## src/rtl/btb_update_ctrl_pkg.sv

```systemverilog
// Shared types and constants for the BTB update path.
// Holds the update entry record, the issue-state encoding, the requester
// select used by the round-robin arbiter, BTB geometry and a saturating adder.
package btb_pkg;

    localparam int BTB_SETS   = 8;
    localparam int BTB_WAYS   = 2;
    localparam int BTB_ADDR_W = 32;

    // One queued BTB write: branch PC, resolved target, misprediction flag.
    typedef struct packed {
        logic [BTB_ADDR_W-1:0] pc;
        logic [BTB_ADDR_W-1:0] target;
        logic                  mispredicted;
    } btb_upd_t;

    // Issue FSM: nothing queued, draining one entry per cycle, or draining stalled.
    typedef enum logic [1:0] {
        IDLE  = 2'd0,
        ISSUE = 2'd1,
        HOLD  = 2'd2
    } issue_state_e;

    // Which requester wins the next contested cycle.
    typedef enum logic {
        RR_EX = 1'b0,
        RR_ID = 1'b1
    } rr_sel_e;

    // 16-bit add that sticks at all-ones instead of wrapping.
    function automatic logic [15:0] sat_add16(input logic [15:0] a, input logic [15:0] b);
        logic [16:0] sum;
        sum = {1'b0, a} + {1'b0, b};
        return sum[16] ? 16'hFFFF : sum[15:0];
    endfunction

endpackage

```

## src/rtl/btb_update_ctrl_if.sv

```systemverilog
// Request/issue bundle of the BTB update controller.
// master = the pipeline/BTB side (drives requests, receives readies and the
// update stream); slave = the controller itself.
interface btb_update_ctrl_if #(
    parameter int ADDR_W = 32
);

    // EX stage: resolved conditional branches
    logic              exValid;
    logic              exReady;
    logic [ADDR_W-1:0] exPC;
    logic [ADDR_W-1:0] exTarget;
    logic              exMispredicted;

    // ID stage: decoded direct jumps
    logic              idValid;
    logic              idReady;
    logic [ADDR_W-1:0] idPC;
    logic [ADDR_W-1:0] idTarget;
    logic              idMispredicted;

    // Write port into the BTB
    logic              update;
    logic [ADDR_W-1:0] updatePC;
    logic [ADDR_W-1:0] updateTarget;
    logic              mispredicted;

    modport master (
        output exValid, exPC, exTarget, exMispredicted,
        output idValid, idPC, idTarget, idMispredicted,
        input  exReady, idReady,
        input  update, updatePC, updateTarget, mispredicted
    );

    modport slave (
        input  exValid, exPC, exTarget, exMispredicted,
        input  idValid, idPC, idTarget, idMispredicted,
        output exReady, idReady,
        output update, updatePC, updateTarget, mispredicted
    );

endinterface

```

## src/rtl/btb_upd_fifo.sv

```systemverilog
// Generic DEPTH-entry FIFO of BTB update records.
// DEPTH must be a power of two so the read/write pointers wrap for free.
// clear_i empties the queue in one cycle; push when full and pop when empty
// are ignored.
module btb_upd_fifo
    import btb_pkg::*;
#(
    parameter int  DEPTH   = 4,
    parameter type entry_t = btb_upd_t
) (
    input  logic                       clk,
    input  logic                       rst,
    input  logic                       clear_i,
    input  logic                       push_i,
    input  entry_t                     wdata_i,
    input  logic                       pop_i,
    output entry_t                     rdata_o,
    output logic                       full_o,
    output logic                       empty_o,
    output logic [$clog2(DEPTH+1)-1:0] count_o
);

    localparam int PTR_W = (DEPTH > 1) ? $clog2(DEPTH) : 1;
    localparam int CNT_W = $clog2(DEPTH + 1);

    entry_t             mem_q [DEPTH];
    logic [PTR_W-1:0]   wr_ptr_q;
    logic [PTR_W-1:0]   rd_ptr_q;
    logic [CNT_W-1:0]   count_q;
    logic               push_ok;
    logic               pop_ok;

    assign full_o  = (count_q == CNT_W'(DEPTH));
    assign empty_o = (count_q == '0);
    assign push_ok = push_i && !full_o && !clear_i;
    assign pop_ok  = pop_i && !empty_o && !clear_i;
    assign rdata_o = mem_q[rd_ptr_q];
    assign count_o = count_q;

    // Pointer and occupancy bookkeeping.
    always_ff @(posedge clk) begin
        // NOTE: state registers use <= so every flop samples pre-edge values;
        // blocking = here would make results depend on statement order.
        if (!rst) begin
            wr_ptr_q <= '0;
            rd_ptr_q <= '0;
            count_q  <= '0;
        end else if (clear_i) begin
            wr_ptr_q <= '0;
            rd_ptr_q <= '0;
            count_q  <= '0;
        end else begin
            if (push_ok) wr_ptr_q <= wr_ptr_q + PTR_W'(1);
            if (pop_ok)  rd_ptr_q <= rd_ptr_q + PTR_W'(1);
            count_q <= count_q + CNT_W'(push_ok) - CNT_W'(pop_ok);
        end
    end

    // Entry storage.
    always_ff @(posedge clk) begin
        // NOTE: storage is deliberately left out of reset; occupancy says which
        // slots are valid, and an unreset array maps onto plain RAM/flops.
        if (push_ok) mem_q[wr_ptr_q] <= wdata_i;
    end

endmodule

```

## src/rtl/btb_update_ctrl.sv

```systemverilog
// BTB update controller: round-robin arbitration between the EX and ID update
// requesters, a DEPTH-entry FIFO, and an issue FSM that drains at most one
// entry per cycle into the single BTB write port, honouring hold and flush.
// Optional build macro BTB_UPD_STATS_EN adds saturating issue / flush-drop /
// contention counters.
module btb_update_ctrl
    import btb_pkg::*;
#(
    parameter int DEPTH  = 4,
    parameter int ADDR_W = 32
) (
    input  logic                       clk,
    input  logic                       rst,
    btb_update_ctrl_if.slave           bus,
    input  logic                       hold,
    input  logic                       flush,
    output logic [$clog2(DEPTH+1)-1:0] pending
`ifdef BTB_UPD_STATS_EN
    ,
    output logic [15:0]                issuedCnt,
    output logic [15:0]                flushDropCnt,
    output logic [15:0]                contendCnt
`endif
);

    localparam int CNT_W = $clog2(DEPTH + 1);

    // Same layout as btb_upd_t, sized by this instance's address width.
    typedef struct packed {
        logic [ADDR_W-1:0] pc;
        logic [ADDR_W-1:0] target;
        logic              mispredicted;
    } upd_t;

    issue_state_e      state_q, state_d;
    rr_sel_e           rr_q, rr_d;

    logic              can_accept;
    logic              both_valid;
    logic              contested;
    logic              ex_grant;
    logic              id_grant;
    logic              push;
    logic              pop;
    upd_t              fifo_wdata;
    upd_t              fifo_rdata;
    logic              fifo_full;
    logic              fifo_empty;
    logic [CNT_W-1:0]  fifo_count;

    logic              update_q;
    logic [ADDR_W-1:0] upd_pc_q;
    logic [ADDR_W-1:0] upd_target_q;
    logic              upd_mispred_q;

    btb_upd_fifo #(
        .DEPTH   (DEPTH),
        .entry_t (upd_t)
    ) u_fifo (
        .clk     (clk),
        .rst     (rst),
        .clear_i (flush),
        .push_i  (push),
        .wdata_i (fifo_wdata),
        .pop_i   (pop),
        .rdata_o (fifo_rdata),
        .full_o  (fifo_full),
        .empty_o (fifo_empty),
        .count_o (fifo_count)
    );

    // Acceptance and round-robin arbitration; no bypass of a full queue.
    always_comb begin
        // NOTE: every output of this block gets a default first, so no path
        // leaves a signal unassigned and no latch is inferred.
        can_accept  = rst && !flush && !fifo_full;
        both_valid  = bus.exValid && bus.idValid;
        contested   = both_valid && can_accept;
        bus.exReady = can_accept && !(both_valid && (rr_q == RR_ID));
        bus.idReady = can_accept && !(both_valid && (rr_q == RR_EX));
        ex_grant    = bus.exValid && bus.exReady;
        id_grant    = bus.idValid && bus.idReady;
        push        = ex_grant || id_grant;
        rr_d        = rr_q;
        fifo_wdata  = '{pc: bus.idPC, target: bus.idTarget, mispredicted: bus.idMispredicted};
        if (ex_grant) begin
            fifo_wdata = '{pc: bus.exPC, target: bus.exTarget, mispredicted: bus.exMispredicted};
        end
        if (contested) begin
            rr_d = (rr_q == RR_EX) ? RR_ID : RR_EX;
        end
    end

    // Issue FSM next state and pop decision.
    always_comb begin
        state_d = state_q;
        pop     = 1'b0;
        case (state_q)
            IDLE: begin
                if (push) state_d = hold ? HOLD : ISSUE;
            end
            ISSUE, HOLD: begin
                pop = !hold && !fifo_empty;
                if (pop && !push && (fifo_count == CNT_W'(1))) begin
                    state_d = IDLE;
                end else begin
                    state_d = hold ? HOLD : ISSUE;
                end
            end
            default: state_d = IDLE;
        endcase
        if (flush) begin
            state_d = IDLE;
            pop     = 1'b0;
        end
    end

    // FSM state and arbiter pointer.
    always_ff @(posedge clk) begin
        if (!rst) begin
            state_q <= IDLE;
            rr_q    <= RR_EX;
        end else begin
            state_q <= state_d;
            rr_q    <= rr_d;
        end
    end

    // BTB write port: strobe for one cycle per popped entry, data held otherwise.
    always_ff @(posedge clk) begin
        if (!rst) begin
            update_q      <= 1'b0;
            upd_pc_q      <= '0;
            upd_target_q  <= '0;
            upd_mispred_q <= 1'b0;
        end else begin
            update_q <= pop;
            if (pop) begin
                upd_pc_q      <= fifo_rdata.pc;
                upd_target_q  <= fifo_rdata.target;
                upd_mispred_q <= fifo_rdata.mispredicted;
            end
        end
    end

    assign bus.update       = update_q;
    assign bus.updatePC     = upd_pc_q;
    assign bus.updateTarget = upd_target_q;
    assign bus.mispredicted = upd_mispred_q;
    assign pending          = fifo_count;

`ifdef BTB_UPD_STATS_EN
    logic [15:0] issued_q;
    logic [15:0] flush_drop_q;
    logic [15:0] contend_q;

    // Saturating event counters.
    always_ff @(posedge clk) begin
        if (!rst) begin
            issued_q     <= '0;
            flush_drop_q <= '0;
            contend_q    <= '0;
        end else begin
            if (update_q)  issued_q  <= sat_add16(issued_q, 16'd1);
            if (contested) contend_q <= sat_add16(contend_q, 16'd1);
            if (flush)     flush_drop_q <= sat_add16(flush_drop_q, 16'(fifo_count));
        end
    end

    assign issuedCnt    = issued_q;
    assign flushDropCnt = flush_drop_q;
    assign contendCnt   = contend_q;
`endif

endmodule

```

## src/flat_wrapper.sv

```systemverilog
// flat-port wrapper written by rule: the top's interface ports become plain ports
module btb_update_ctrl_flat import btb_pkg::*;
#(
    parameter int DEPTH  = 4,
    parameter int ADDR_W = 32
)
  (clk, rst, hold, flush, pending, bus_exValid, bus_exPC, bus_exTarget, bus_exMispredicted, bus_idValid, bus_idPC, bus_idTarget, bus_idMispredicted, bus_exReady, bus_idReady, bus_update, bus_updatePC, bus_updateTarget, bus_mispredicted);
  btb_update_ctrl_if #(.ADDR_W(ADDR_W)) bus_i ();
  input  logic clk;
  input  logic rst;
  input  logic hold;
  input  logic flush;
  output logic [$clog2(DEPTH+1)-1:0] pending;
  input wire logic [$bits(bus_i.exValid)-1:0] bus_exValid;
  input wire logic [$bits(bus_i.exPC)-1:0] bus_exPC;
  input wire logic [$bits(bus_i.exTarget)-1:0] bus_exTarget;
  input wire logic [$bits(bus_i.exMispredicted)-1:0] bus_exMispredicted;
  input wire logic [$bits(bus_i.idValid)-1:0] bus_idValid;
  input wire logic [$bits(bus_i.idPC)-1:0] bus_idPC;
  input wire logic [$bits(bus_i.idTarget)-1:0] bus_idTarget;
  input wire logic [$bits(bus_i.idMispredicted)-1:0] bus_idMispredicted;
  output wire logic [$bits(bus_i.exReady)-1:0] bus_exReady;
  output wire logic [$bits(bus_i.idReady)-1:0] bus_idReady;
  output wire logic [$bits(bus_i.update)-1:0] bus_update;
  output wire logic [$bits(bus_i.updatePC)-1:0] bus_updatePC;
  output wire logic [$bits(bus_i.updateTarget)-1:0] bus_updateTarget;
  output wire logic [$bits(bus_i.mispredicted)-1:0] bus_mispredicted;
  assign bus_i.exValid = bus_exValid;
  assign bus_i.exPC = bus_exPC;
  assign bus_i.exTarget = bus_exTarget;
  assign bus_i.exMispredicted = bus_exMispredicted;
  assign bus_i.idValid = bus_idValid;
  assign bus_i.idPC = bus_idPC;
  assign bus_i.idTarget = bus_idTarget;
  assign bus_i.idMispredicted = bus_idMispredicted;
  assign bus_exReady = bus_i.exReady;
  assign bus_idReady = bus_i.idReady;
  assign bus_update = bus_i.update;
  assign bus_updatePC = bus_i.updatePC;
  assign bus_updateTarget = bus_i.updateTarget;
  assign bus_mispredicted = bus_i.mispredicted;
  btb_update_ctrl #(.DEPTH(DEPTH), .ADDR_W(ADDR_W)) u_core (.clk(clk), .rst(rst), .bus(bus_i), .hold(hold), .flush(flush), .pending(pending));
endmodule
```

## config.mk

```make
export PLATFORM = sky130hd
export DESIGN_NAME = btb_update_ctrl_flat
export DESIGN_NICKNAME = d
export VERILOG_FILES = /design/src/rtl/btb_update_ctrl_pkg.sv /design/src/rtl/btb_update_ctrl_if.sv /design/src/rtl/btb_upd_fifo.sv /design/src/rtl/btb_update_ctrl.sv /design/src/flat_wrapper.sv
export SDC_FILE = /design/constraint.sdc
export NUM_CORES = 1
export LEC_CHECK = 0
export BUFFER_PORTS_ARGS = -buffer_cell sky130_fd_sc_hd__buf_2
export CAP_MARGIN = 30
export CORE_ASPECT_RATIO = 0.6
export CORE_UTILIZATION = 45
export CTS_BUF_LIST = sky130_fd_sc_hd__clkbuf_4
export DETAILED_ROUTE_END_ITERATION = 10
export PLACE_DENSITY = 0.65
export SLEW_MARGIN = 20
export SYNTH_ARGS = -nofsm -noshare
export SYNTH_HDL_FRONTEND = slang
export SYNTH_SLANG_ARGS = --single-unit
```

## constraint.sdc

```tcl
create_clock -name clk -period 3.4 [get_ports clk]
set_input_delay 0.17 -clock clk [delete_from_list [all_inputs] [get_ports clk]]
set_output_delay 0.17 -clock clk [all_outputs]
set_load 0.02 [all_outputs]
```

Yosys cells after proc, flatten, opt, wreduce, memory -nomap -nowiden
Memory sizes are Yosys's and may differ from the RTL's. A register that Yosys moved wholly into a read port is not among the register bits.
Cells that the tools add are included.
Widths: inputs -> output; s select.

storage, ports and cells
  flip-flop bits (word level) = 11
  output and inout bits = 71
  memories kept = 1
  logic and storage cells = 58
  RAM bits = 260
  input bits = 136

memory list
  name                 depth  width  rd ports  clocked after memory_dff  wr ports  line                RTL
  u_core.u_fifo.mem_q  4      65     1         1                         1         btb_upd_fifo.sv:26  entry_t mem_q [DEPTH];

operators by class
  bitwise gates (word level) = 2
  reductions and logical operators = 30
  eq/ne operators = 5
  add/sub/neg operators = 4
  mux-type cells = 10

operators by type and width
  operator             count
  $mux 65              1
  $logic_and 1x1->1    17
  $logic_not 1->1      8
  $mux 2               3
  $mux 1               5
  $add 2x1->2 const B  2
  $pmux 2 s2           1
  $reduce_or 2->1      2
  $add 3x1->3          1
  $eq 3x1->1 const B   1
  $eq 3x3->1 const B   1
  $logic_not 3->1      1
  $sub 3x1->3          1
  $eq 2x1->1 const B   1
  $eq 2x2->1 const B   1
  $logic_not 2->1      1
  $ne 2x1->1 const B   1
  $not 1->1            2
  $logic_or 1x1->1     1

Depth between registers and ports, before layout
Gate-level depths: netlist of the first run.

  depth in word-level cells = 11
  gate-level depth with buffers = 13
  gate-level depth less buffers = 12

Modules after synthesis
From an unflattened synthesis of the first run, not the netlist that was laid out.

second synthesis, totals
  cells, all modules = 779
  area, all modules = 13,524.2 um^2

by module, submodules not included
  module           seq. area each (um^2)  instances  area each (um^2)  cells an instance
  btb_upd_fifo     7,987.7                1          9,892.0           391
  btb_update_ctrl  1,381.3                1          3,632.2           388

Least setup slack after synthesis of the first run
Ideal clock, no wire load.

  kind = flip-flop to flip-flop
  from = register u_core.u_fifo.count_q[1], in the netlist u_core.u_fifo.count_o[1]
  to = memory u_core.u_fifo.mem_q[1][0] (netlist name) (enable)
  data arrival time = 2.725 ns
  period minus slack after synthesis = 3.155 ns
  data required time = 2.970 ns
  stages on the path, launching flop included = 4
  setup time = 0.430 ns
  setup slack = 0.245 ns
  path buffers = 0
  path through = dfxtp_1 nor3b_4 nor3_1 and2_1

on the way
  cells in the longest elaborated chain, start to end = 10
  elaborated cells between the ends (all ways) = 12
  those cells by class = eq/ne: 1; mux: 2; reduce/logical: 9

RTL lines
  item                                  line                                          RTL
  start: declaration                    btb_upd_fifo.sv:29                            logic [CNT_W-1:0] count_q;
  start signal: assignment              btb_upd_fifo.sv:55                            count_q <= count_q + CNT_W'(push_ok) - CNT_W'(pop_ok);
  $eq 3x3->1 *                          btb_upd_fifo.sv:33                            assign full_o = (count_q == CNT_W'(DEPTH));
  $logic_not 1->1 *                     btb_upd_fifo.sv:35, btb_update_ctrl.sv:76
  $logic_and 1x1->1                     btb_update_ctrl.sv:76                         can_accept = rst && !flush && !fifo_full;
  $logic_and 1x1->1 (on tied branches)  btb_update_ctrl.sv:79, btb_update_ctrl.sv:80
  $logic_and 1x1->1 (on tied branches)  btb_update_ctrl.sv:81, btb_update_ctrl.sv:82
  $logic_or 1x1->1                      btb_update_ctrl.sv:83                         push = ex_grant || id_grant;
  $logic_and 1x1->1 * (2 in a row)      btb_upd_fifo.sv:35                            assign push_ok = push_i && !full_o && !clear_i;
  $mux 1 *                              btb_upd_fifo.sv:63                            if (push_ok) mem_q[wr_ptr_q] <= wdata_i;
  $mux 1 (not written as such) *        btb_upd_fifo.sv:63
  end: declaration                      btb_upd_fifo.sv:26

Every way passes the cells marked *; elsewhere a longest branch is shown, timed or not.

==> flow_summary.json, run 1 <==
{
  "whs_endpoint": "u_core.u_fifo.mem_q[1][37]",
  "placed_cell_area_sq_mm": 0.01478,
  "rr_endpoint": "u_core.u_fifo.mem_q[1][49]",
  "nets": 1250,
  "grt_pass1_wl_microns": 44640,
  "worst_slack_ps": 333.8,
  "async_reset_ff_share_pct": 0,
  "dp_hpwl_microns": 15940,
  "cp.required_ps": 3850,
  "multi_input_area_sq_mm": 0.003681,
  "vias": 7818,
  "root_buffer": "clkbuf_4",
  "finalNonFillerCells": 1570,
  "hold_viol": 0,
  "start_kind": "flip-flop",
  "worstHoldStart": "bus_idPC[4]",
  "finalWeightedCongestion": 0.7554,
  "min_path_type": "in -> reg",
  "path_class": "reg -> reg",
  "r2r_slack_ps": 330,
  "grt_setup_unrepaired": "false",
  "routed_via_density": 4.980,
  "port_buffers": 206,
  "power_leakage_nw": 6.474,
  "grt_usage_pct": 19.69,
  "cap_violations": 0,
  "vdd_drop_max_uv": 274.8,
  "crit_path_end_kind": "flip-flop",
  "whs_path_depth": 3,
  "grt_pass1_vias": 8011,
  "status": "finished clean",
  "syn2layout_area_growth_pct": 29.83,
  "slew_viol_final": 0,
  "final_cell_mix": "260 x edfxtp_1, 205 x buf_2, 139 x dlygate4sd3_1",
  "tns_ps": 0,
  "fin_skew_ps": 44.81,
  "mostFrequentLayoutCell": "edfxtp_1",
  "cts_tree": "done",
  "clk_pin_slew_ps": 70,
  "min_period_ps": 3066,
  "synth_top_area_share_pct": 58.61,
  "postRouteWirelength_microns": 28720,
  "p_per_area_mw_per_mm2": 492.8,
  "cts.sinks": 336,
  "drive_above_1_share_pct": 43.08,
  "ant_nets": 0,
  "synth-edff-count": 260,
  "cts_setup_buffers": 0,
  "synth_top_area_cell": "edfxtp_1",
  "avgRoutedWirePerCell_microns": 18.30,
  "tightest_slew_ps": 912.1,
  "synth_ff_type": "edfxtp_1",
  "start_util_pct": 46.01,
  "place_inst": 1284,
  "n_antenna_cell": 0,
  "fmax_mhz": 326.1,
  "clock_path_buffers": 3,
  "final-setup-viol-count": 0,
  "final_area_sq_mm": 0.01729,
  "critPathArrivalTime_ps": 3510,
  "synth-seq-area-share_pct": 70.04,
  "synth_cells": 707,
  "dr.pass1.iters": 5,
  "grt_antenna_before_repair": 0,
  "clk_latency_ps": 730,
  "die_h_microns": 135.3,
  "dr.first_iter.drc_count": 365,
  "fp.dieW_microns": 224.1,
  "post-route-drc-count": 0,
  "yosys_warnings": 0,
  "place_ws_ps": 799.7,
  "nFillCells": 2249,
  "coreArea_sq_mm": 0.02895,
  "grt.overflow.total": 0,
  "grt_max_degree": 67,
  "numCtsBuffers": 80,
  "worstRegToRegCells": 5,
  "die_area_sq_mm": 0.03032,
  "max_slew_margin_pct": 39.20,
  "htreeDepth": 3,
  "syn_nets": 852,
  "rows": 48,
  "avgSynthCellArea_sq_um": 18.84,
  "synth_area_leaders": "edfxtp_1 59%, dfxtp_1 11%, mux4_2 11%",
  "crit_fanout": 25,
  "yosys_register_bits": 336,
  "yosysUniqueCellTypes": 39,
  "total_power_mw": 8.522,
  "io_pins": 207,
  "post-route-period-util_pct": 90.18,
  "syn-cell-area_sq_mm": 0.01332,
  "seq_area_sq_mm": 0.009336,
  "reg2reg_from": "u_core.u_fifo.count_o[2]"
}
## synth_stat cells, types with 2 or more instances
cell         n
a21oi_1      3
and2_1       6
buf_12       6
buf_2       14
buf_4        5
clkbuf_1    18
dfxtp_1     76
edfxtp_1   260
ha_1         8
inv_1        9
mux2_2      15
mux2_4      50
mux2i_1      2
mux4_2      65
nand2_1     69
nor2_1       6
nor3_1       4
nor3b_1      2
o2bb2ai_1   65
o31ai_1      3
or4_1        3
## power by group
| group | switching [mW] | internal [mW] |
|---|---|---|
| Combinational | 0.200 | 0.305 |
| Sequential | 0.0125 | 4.48 |
| Clock | 1.56 | 1.96 |
| Total | 1.77 | 6.75 |
## per-stage QoR
step	util (%)	hold slack [ps]
after floorplan	-	345.5
after global placement	50.96	443.8
after detailed placement	51.06	451.2
after CTS	59.74	250.8
after global routing	59.74	291.4
final	59.74	352.0
## area by class of cell
class / instances / share of cell area [%]
multi-input cells: 318 / 21.28
clock buffers: 137 / 5.947
clock inverters: 10 / 0.5426
well taps: 400 / 2.894
flip-flops and latches: 336 / 53.99
repair buffers: 360 / 15.15
inverters: 9 / 0.1953
## timing repair
action                                 4_1_cts  5_1_grt
hold buffers                               139        0
endpoints found under the hold margin      283        0
resized for setup                            0        0
setup endpoints to repair                    0        0
## worst max path at each step
| stage | from | endpoint | slack (ps) | depth (start not counted) |
|---|---|---|---|---|
| after floorplan | u_core.u_fifo.count_o[1] | u_core.u_fifo.mem_q[1][0] | 250 | 3 |
| after CTS | u_core.u_fifo.count_o[2] | u_core.u_fifo.mem_q[3][56] | 330 | 5 |
| after detailed placement | u_core.state_q[1] | u_core.u_fifo.count_o[2] | 800 | 12 |
| after global placement | u_core.state_q[1] | u_core.u_fifo.count_o[2] | 850 | 12 |
| after global routing | u_core.u_fifo.count_o[2] | u_core.u_fifo.mem_q[2][52] | 190 | 5 |
| final | u_core.u_fifo.count_o[2] | u_core.u_fifo.mem_q[1][49] | 330 | 5 |
## critical path, stage by stage, from the launching register on
cell           delay, ps
dfxtp_1              420
nor3b_4              430
nand4b_4             420
buf_4                540
mux2_4               350
dlygate4sd3_1        600
## metal layers
metal | part of all wire [%] | vias up | GRT usage [%]
li1 | - | 3695 | -
met4 | 2.0 | 0 | 7.725
met3 | 4.9 | 48 | 5.097
met2 | 49 | 207 | 32.06
met1 | 44 | 3868 | 25.47
met5 | 0 | - | 0
## flip-flops by register name (all words and copies together) (netlist names)
signal                   count
u_core.bus.update            1
u_core.bus.updatePC         32
u_core.bus.mispredicted      1
u_core.bus.updateTarget     32
u_core.u_fifo.rd_ptr_q       2
u_core.state_q               2
u_core.rr_q                  1
u_core.u_fifo.mem_q        260
u_core.u_fifo.count_o        3
u_core.u_fifo.wr_ptr_q       2
## kinds of logic after synthesis
family	synth area share [%]
buffers and inverters	2.499
muxes	18.04
DFF	70.04
xor gates and xnor gates	0.06576
adders and majority gates	0.9018
and+or+nand+nor	3.523
AOI/OAI and AO/OA	4.931
(Power assumes the default switching activity.)
==> inputs of run 2 (changes only) <==
--- a/config.mk
+++ b/config.mk
@@ -10,8 +10,10 @@
 export CORE_ASPECT_RATIO = 0.6
 export CORE_UTILIZATION = 45
 export CTS_BUF_LIST = sky130_fd_sc_hd__clkbuf_4
+export CTS_CLUSTER_SIZE = 8
 export DETAILED_ROUTE_END_ITERATION = 10
 export PLACE_DENSITY = 0.65
+export RECOVER_POWER = 50
 export SLEW_MARGIN = 20
 export SYNTH_ARGS = -nofsm -noshare
 export SYNTH_HDL_FRONTEND = slang
==> run 2 against run 1 <==
  * The flow now finishes with violations (capacitance limit, slew limit)
  * Power about the same
  * Clock skew decreased by 5.6 ps
  * Clock power about the same
  * Sequential cell count unchanged
  * Largest power group unchanged
  * Via count increased by 0.29%
  * Worst hold slack got worse by 1.5 ps
  * Global-route usage about the same
  * Sequential power about the same
  * Cell count unchanged
==> flow_summary.json, run 2 (synthesis results as in run 1) <==
{
  "fin_skew_ps": 39.24,
  "numCtsBuffers": 80,
  "min_period_ps": 3056,
  "violations": "capacitance limit, slew limit",
  "place_ws_ps": 799.7,
  "start_util_pct": 46.01,
  "nets": 1250,
  "cpPeakStageDelay_ps": 610,
  "slew_viol_final": 142,
  "switching_share_pct": 20.75,
  "clk_latency_ps": 740,
  "dr.first_iter.drc_count": 380,
  "clock_path_buffers": 3,
  "coreArea_sq_mm": 0.02895,
  "clk_pin_slew_ps": 70,
  "post-route-period-util_pct": 89.88,
  "grt.overflow.total": 0,
  "cp.required_ps": 3850,
  "grt_pass1_vias": 8003,
  "die_h_microns": 135.3,
  "die_area_sq_mm": 0.03032,
  "final-setup-viol-count": 0,
  "cts.sinks": 336,
  "cp_top_family": "buffers and inverters",
  "worstPathCellList": "nor3b_4, nand4b_4, buf_4, mux2_4, dlygate4sd3_1",
  "reg2reg_from": "u_core.u_fifo.count_o[2]",
  "port_buffers": 206,
  "tightest_slew_ps": 1746,
  "n_antenna_cell": 0,
  "cp-startpoint": "u_core.u_fifo.count_o[2]",
  "htreeDepth": 3,
  "ant_nets": 0,
  "avgRoutedWirePerCell_microns": 18.28,
  "max_slew_margin_pct": -16.40,
  "min_path_type": "in -> reg",
  "dp_hpwl_microns": 15940,
  "p_sw_mw": 1.767,
  "post-route-drc-count": 0,
  "postRouteWirelength_microns": 28700,
  "largest_reg_flops": 260,
  "grt_usage_pct": 19.71,
  "status": "finished, violations left",
  "mostFrequentLayoutCell": "edfxtp_1",
  "drive_above_1_share_pct": 36.67,
  "cts_resized": 0,
  "fp.dieW_microns": 224.1,
  "cp_slowest_cell": "dlygate4sd3_1",
  "grt_setup_unrepaired": "false",
  "io_pins": 207,
  "p_comb_share_pct": 5.9,
  "rows": 48,
  "worstRegToRegCells": 5,
  "critPathArrivalTime_ps": 3500,
  "tns_ps": 0,
  "holdBufCountCts": 139,
  "vias": 7841,
  "cp-endpoint": "u_core.u_fifo.mem_q[3][51]",
  "crit_fanout": 25,
  "worstSetupPathDepth": 5,
  "final_cell_mix": "260 x edfxtp_1, 139 x dlygate4sd3_1, 138 x clkbuf_4",
  "crit_path_end_kind": "flip-flop",
  "dr.pass1.iters": 4,
  "grt_pass1_wl_microns": 44610,
  "grt_antenna_before_repair": 0,
  "grt_max_degree": 67,
  "hold_viol": 0,
  "rr_endpoint": "u_core.u_fifo.mem_q[3][51]",
  "vdd_drop_max_uv": 274.7,
  "start_kind": "flip-flop",
  "pwr-share-seq_pct": 52.8,
  "path_class": "reg -> reg",
  "fmax_mhz": 327.3,
  "r2r_slack_ps": 340,
  "largest-register": "u_core.u_fifo.mem_q",
  "power_leakage_nw": 6.154,
  "p_per_area_mw_per_mm2": 495.8,
  "syn2layout_area_growth_pct": 28.92,
  "worst_slack_ps": 344.2,
  "p_int_mw": 6.747,
  "routed_via_density": 4.994,
  "root_buffer": "clkbuf_4",
  "finalWeightedCongestion": 0.7554,
  "cap_violations": 4,
  "cts_tree": "done",
  "crit_buf_inv": 2,
  "clkPwrFrac_pct": 41.3,
  "nFillCells": 2288,
  "cts_setup_buffers": 0
}
## run 2: area by class of cell
class | count | area (sq um) | area share, %
Tap cell | 400 | 500.5 | 2.914
Timing Repair Buffer | 360 | 2519 | 14.67
Clock buffer | 137 | 1028 | 5.989
Multi-Input combinational cell | 318 | 3661 | 21.32
Inverter | 9 | 33.78 | 0.1967
Clock inverter | 10 | 93.84 | 0.5464
Sequential cell | 336 | 9336 | 54.37
## run 2: routing by layer
metal	GRT usage, %	share of wire [%]
met5	0	0
met4	7.839	2.0
met3	5.162	5.5
met2	32.04	48
met1	25.46	44
## run 2: worst min path at each step
stage / slack, ps / cells past startpoint / startpoint / end
floorplan: 350 / 2 / bus_idValid / u_core.rr_q
global placement: 440 / 2 / u_core.bus.updatePC[4] / u_core.bus.updatePC[4]
detailed placement: 450 / 2 / u_core.bus.updatePC[0] / u_core.bus.updatePC[0]
CTS: 240 / 3 / bus_idPC[4] / u_core.u_fifo.mem_q[1][37]
global route: 290 / 3 / bus_idTarget[18] / u_core.u_fifo.mem_q[2][19]
finish: 350 / 3 / bus_idPC[4] / u_core.u_fifo.mem_q[1][37]
## run 2: power by group through the flow
| stage | Sequential (mW) | Clock, mW | Combinational [mW] |
|---|---|---|---|
| after floorplan | 4.59 | 0 | 0.219 |
| after global placement | 4.59 | 0 | 0.356 |
| after detailed placement | 4.59 | 0 | 0.365 |
| after CTS | 4.50 | 3.63 | 0.506 |
| after global routing | 4.50 | 3.85 | 0.544 |
| final | 4.50 | 3.51 | 0.503 |
## run 2: worst reg2reg max path, delay by kind of cell, from the launching register on
family | cells | cell delay (ps)
buf+inv | 2 | 1150
flops | 1 | 430
mux | 1 | 380
simple gates | 2 | 840
## run 2: through the flow
stage	hold slack (ps)	power, mW	utilization [%]	area, sq um	cells
final	350.5	8.514	59.32	17170	1570
after global routing	286.5	8.893	59.32	17170	1570
after CTS	243.2	8.633	59.74	17290	1570
after detailed placement	451.2	4.953	51.06	14780	1284
after global placement	443.8	4.941	50.96	14750	1283
after floorplan	345.5	4.808	-	13320	707
==> inputs of run 3 (changes only) <==
==> constraint.sdc (replaced) <==
create_clock -name clk -period 3.46 [get_ports clk]
set_input_delay 0.173 -clock clk [delete_from_list [all_inputs] [get_ports clk]]
set_output_delay 0.173 -clock clk [all_outputs]
set_load 0.02 [all_outputs]
==> run 3 against run 2 <==
  * Non-clock buffer count fell by 4
  * The run still ends with capacitance limit, slew limit left
  * Clock-buffer cell count shrank 12
  * Highest routed layer unchanged
  * Routed wire length down 1.8%
==> flow_summary.json, run 3 (synthesis results as in run 1) <==
{
  "switching_share_pct": 21.04,
  "hold_viol": 0,
  "clock_path_buffers": 3,
  "clk_latency_ps": 750,
  "root_buffer": "clkbuf_4",
  "fmax_mhz": 333.0,
  "p_sw_mw": 1.729,
  "grt_usage_pct": 19.13,
  "critPathArrivalTime_ps": 3470,
  "cts_setup_buffers": 0,
  "drive_above_1_share_pct": 35.45,
  "tightest_slew_ps": 1530,
  "grt_max_degree": 68,
  "holdBufCountCts": 137,
  "grt.overflow.total": 0,
  "nets": 1245,
  "grt_setup_unrepaired": "false",
  "tns_ps": 0,
  "crit_fanout": 38,
  "largest_reg_flops": 260,
  "post-route-drc-count": 0,
  "dr.first_iter.drc_count": 380,
  "avgRoutedWirePerCell_microns": 17.97,
  "fin_skew_ps": 36.21,
  "vdd_drop_max_uv": 221.1,
  "numCtsBuffers": 79,
  "cts_resized": 0,
  "grt_pass1_vias": 8018,
  "cp.required_ps": 3920,
  "dr.pass1.iters": 5,
  "syn2layout_area_growth_pct": 28.17,
  "pwr-share-seq_pct": 53.8,
  "path_class": "reg -> reg",
  "start_util_pct": 46.01,
  "violations": "capacitance limit, slew limit",
  "cap_violations": 1,
  "clk_pin_slew_ps": 70,
  "postRouteWirelength_microns": 28170,
  "routed_via_density": 4.984,
  "cts.sinks": 336,
  "fin_hold_ws_ps": 344.7,
  "grt_antenna_before_repair": 1,
  "mostFrequentLayoutCell": "edfxtp_1",
  "min_period_ps": 3003,
  "vias": 7815,
  "min_path_type": "in -> reg",
  "slew_viol_final": 67,
  "finalWeightedCongestion": 0.7376,
  "dp_hpwl_microns": 15980,
  "io_pins": 207,
  "grt_pass1_wl_microns": 43340,
  "max_slew_margin_pct": -1.988,
  "clkPwrFrac_pct": 40.3,
  "port_buffers": 206,
  "final_cell_mix": "260 x edfxtp_1, 137 x dlygate4sd3_1, 133 x buf_2",
  "p_int_mw": 6.490,
  "die_h_microns": 135.3,
  "start_kind": "flip-flop",
  "crit_path_end_kind": "flip-flop",
  "htreeDepth": 3,
  "largest-register": "u_core.u_fifo.mem_q",
  "cts_tree": "done",
  "ant_nets": 0,
  "coreArea_sq_mm": 0.02895,
  "cp_slowest_cell": "dlygate4sd3_1",
  "p_per_area_mw_per_mm2": 481.5,
  "die_area_sq_mm": 0.03032,
  "post-route-period-util_pct": 86.79,
  "p_comb_share_pct": 6.0,
  "worstPathCellList": "nor3b_4, nand4b_4, buf_4, mux2_2, dlygate4sd3_1",
  "power_leakage_nw": 6.075,
  "cpPeakStageDelay_ps": 630,
  "final_util_pct": 58.98,
  "final-setup-viol-count": 0,
  "fp.dieW_microns": 224.1,
  "rows": 48,
  "status": "finished, violations left"
}
run 3: changes by cell type in the layout (fill, tap and decap cells not counted), moves of 2 or more:
cell,previous run,this run
buf_12,4,2
diode_2,0,3
clkbuf_1,71,73
clkinv_1,5,19
buf_4,10,7
dlygate4sd3_1,139,137
clkinv_2,3,0
clkbuf_4,138,128
and2_2,1,3
run 3: cell type report:
type                    instances  area [sq um]
fillers                      2246         11880
flip-flops and latches        336          9336
multi-input cells             318          3671
repair buffers                356          2454
clock buffers                 125         938.4
well taps                     400         500.5
clock inverters                21         131.4
inverters                       9         33.78
diodes                          3         7.507
run 3: path summary, 6_finish.rpt:
path                                 endpoint  cells past startpoint                   startpoint  slack [ps]
setup / recovery   u_core.u_fifo.mem_q[3][63]                      5     u_core.u_fifo.count_o[2]         460
hold / removal     u_core.u_fifo.mem_q[1][53]                      3                 bus_exPC[20]         340
setup reg to reg   u_core.u_fifo.mem_q[3][63]                      5     u_core.u_fifo.count_o[2]         460
hold reg to reg   u_core.bus.updateTarget[31]                      2  u_core.bus.updateTarget[31]         460
run 3: metrics by stage:
stage,setup WS (ps),area [sq um],total power [mW],cells
6_report,457.1,17070,8.220,1568
5_1_grt,212.5,17070,8.562,1568
4_1_cts,456.9,17210,8.331,1565
3_5_place_dp,861.2,14770,4.866,1282
3_3_place_gp,862.2,14740,4.855,1281
2_1_floorplan,305.4,13320,4.725,707
run 3: metal layers:
layer / vias to the layer above / routed length, microns / GRT usage [%]
met5: - / 0 / 0
met3: 46 / 1762 / 5.574
met1: 3863 / 12490 / 24.87
li1: 3677 / - / -
met4: 0 / 416 / 6.735
met2: 229 / 13510 / 30.88
run 3: power by group through the flow:
stage,Clock [mW],Sequential [mW],Combinational [mW]
after CTS,3.42,4.42,0.495
after global placement,0,4.51,0.349
after global routing,3.61,4.42,0.528
after floorplan,0,4.51,0.216
final,3.31,4.42,0.489
after detailed placement,0,4.51,0.358
run 3: critical path, delay by kind of cell (launching register included):
kind / cells / cell delay (ps)
flip-flops: 1 / 420
multiplexers: 1 / 430
buffers and inverters: 2 / 1210
AND/OR/NAND/NOR: 2 / 640
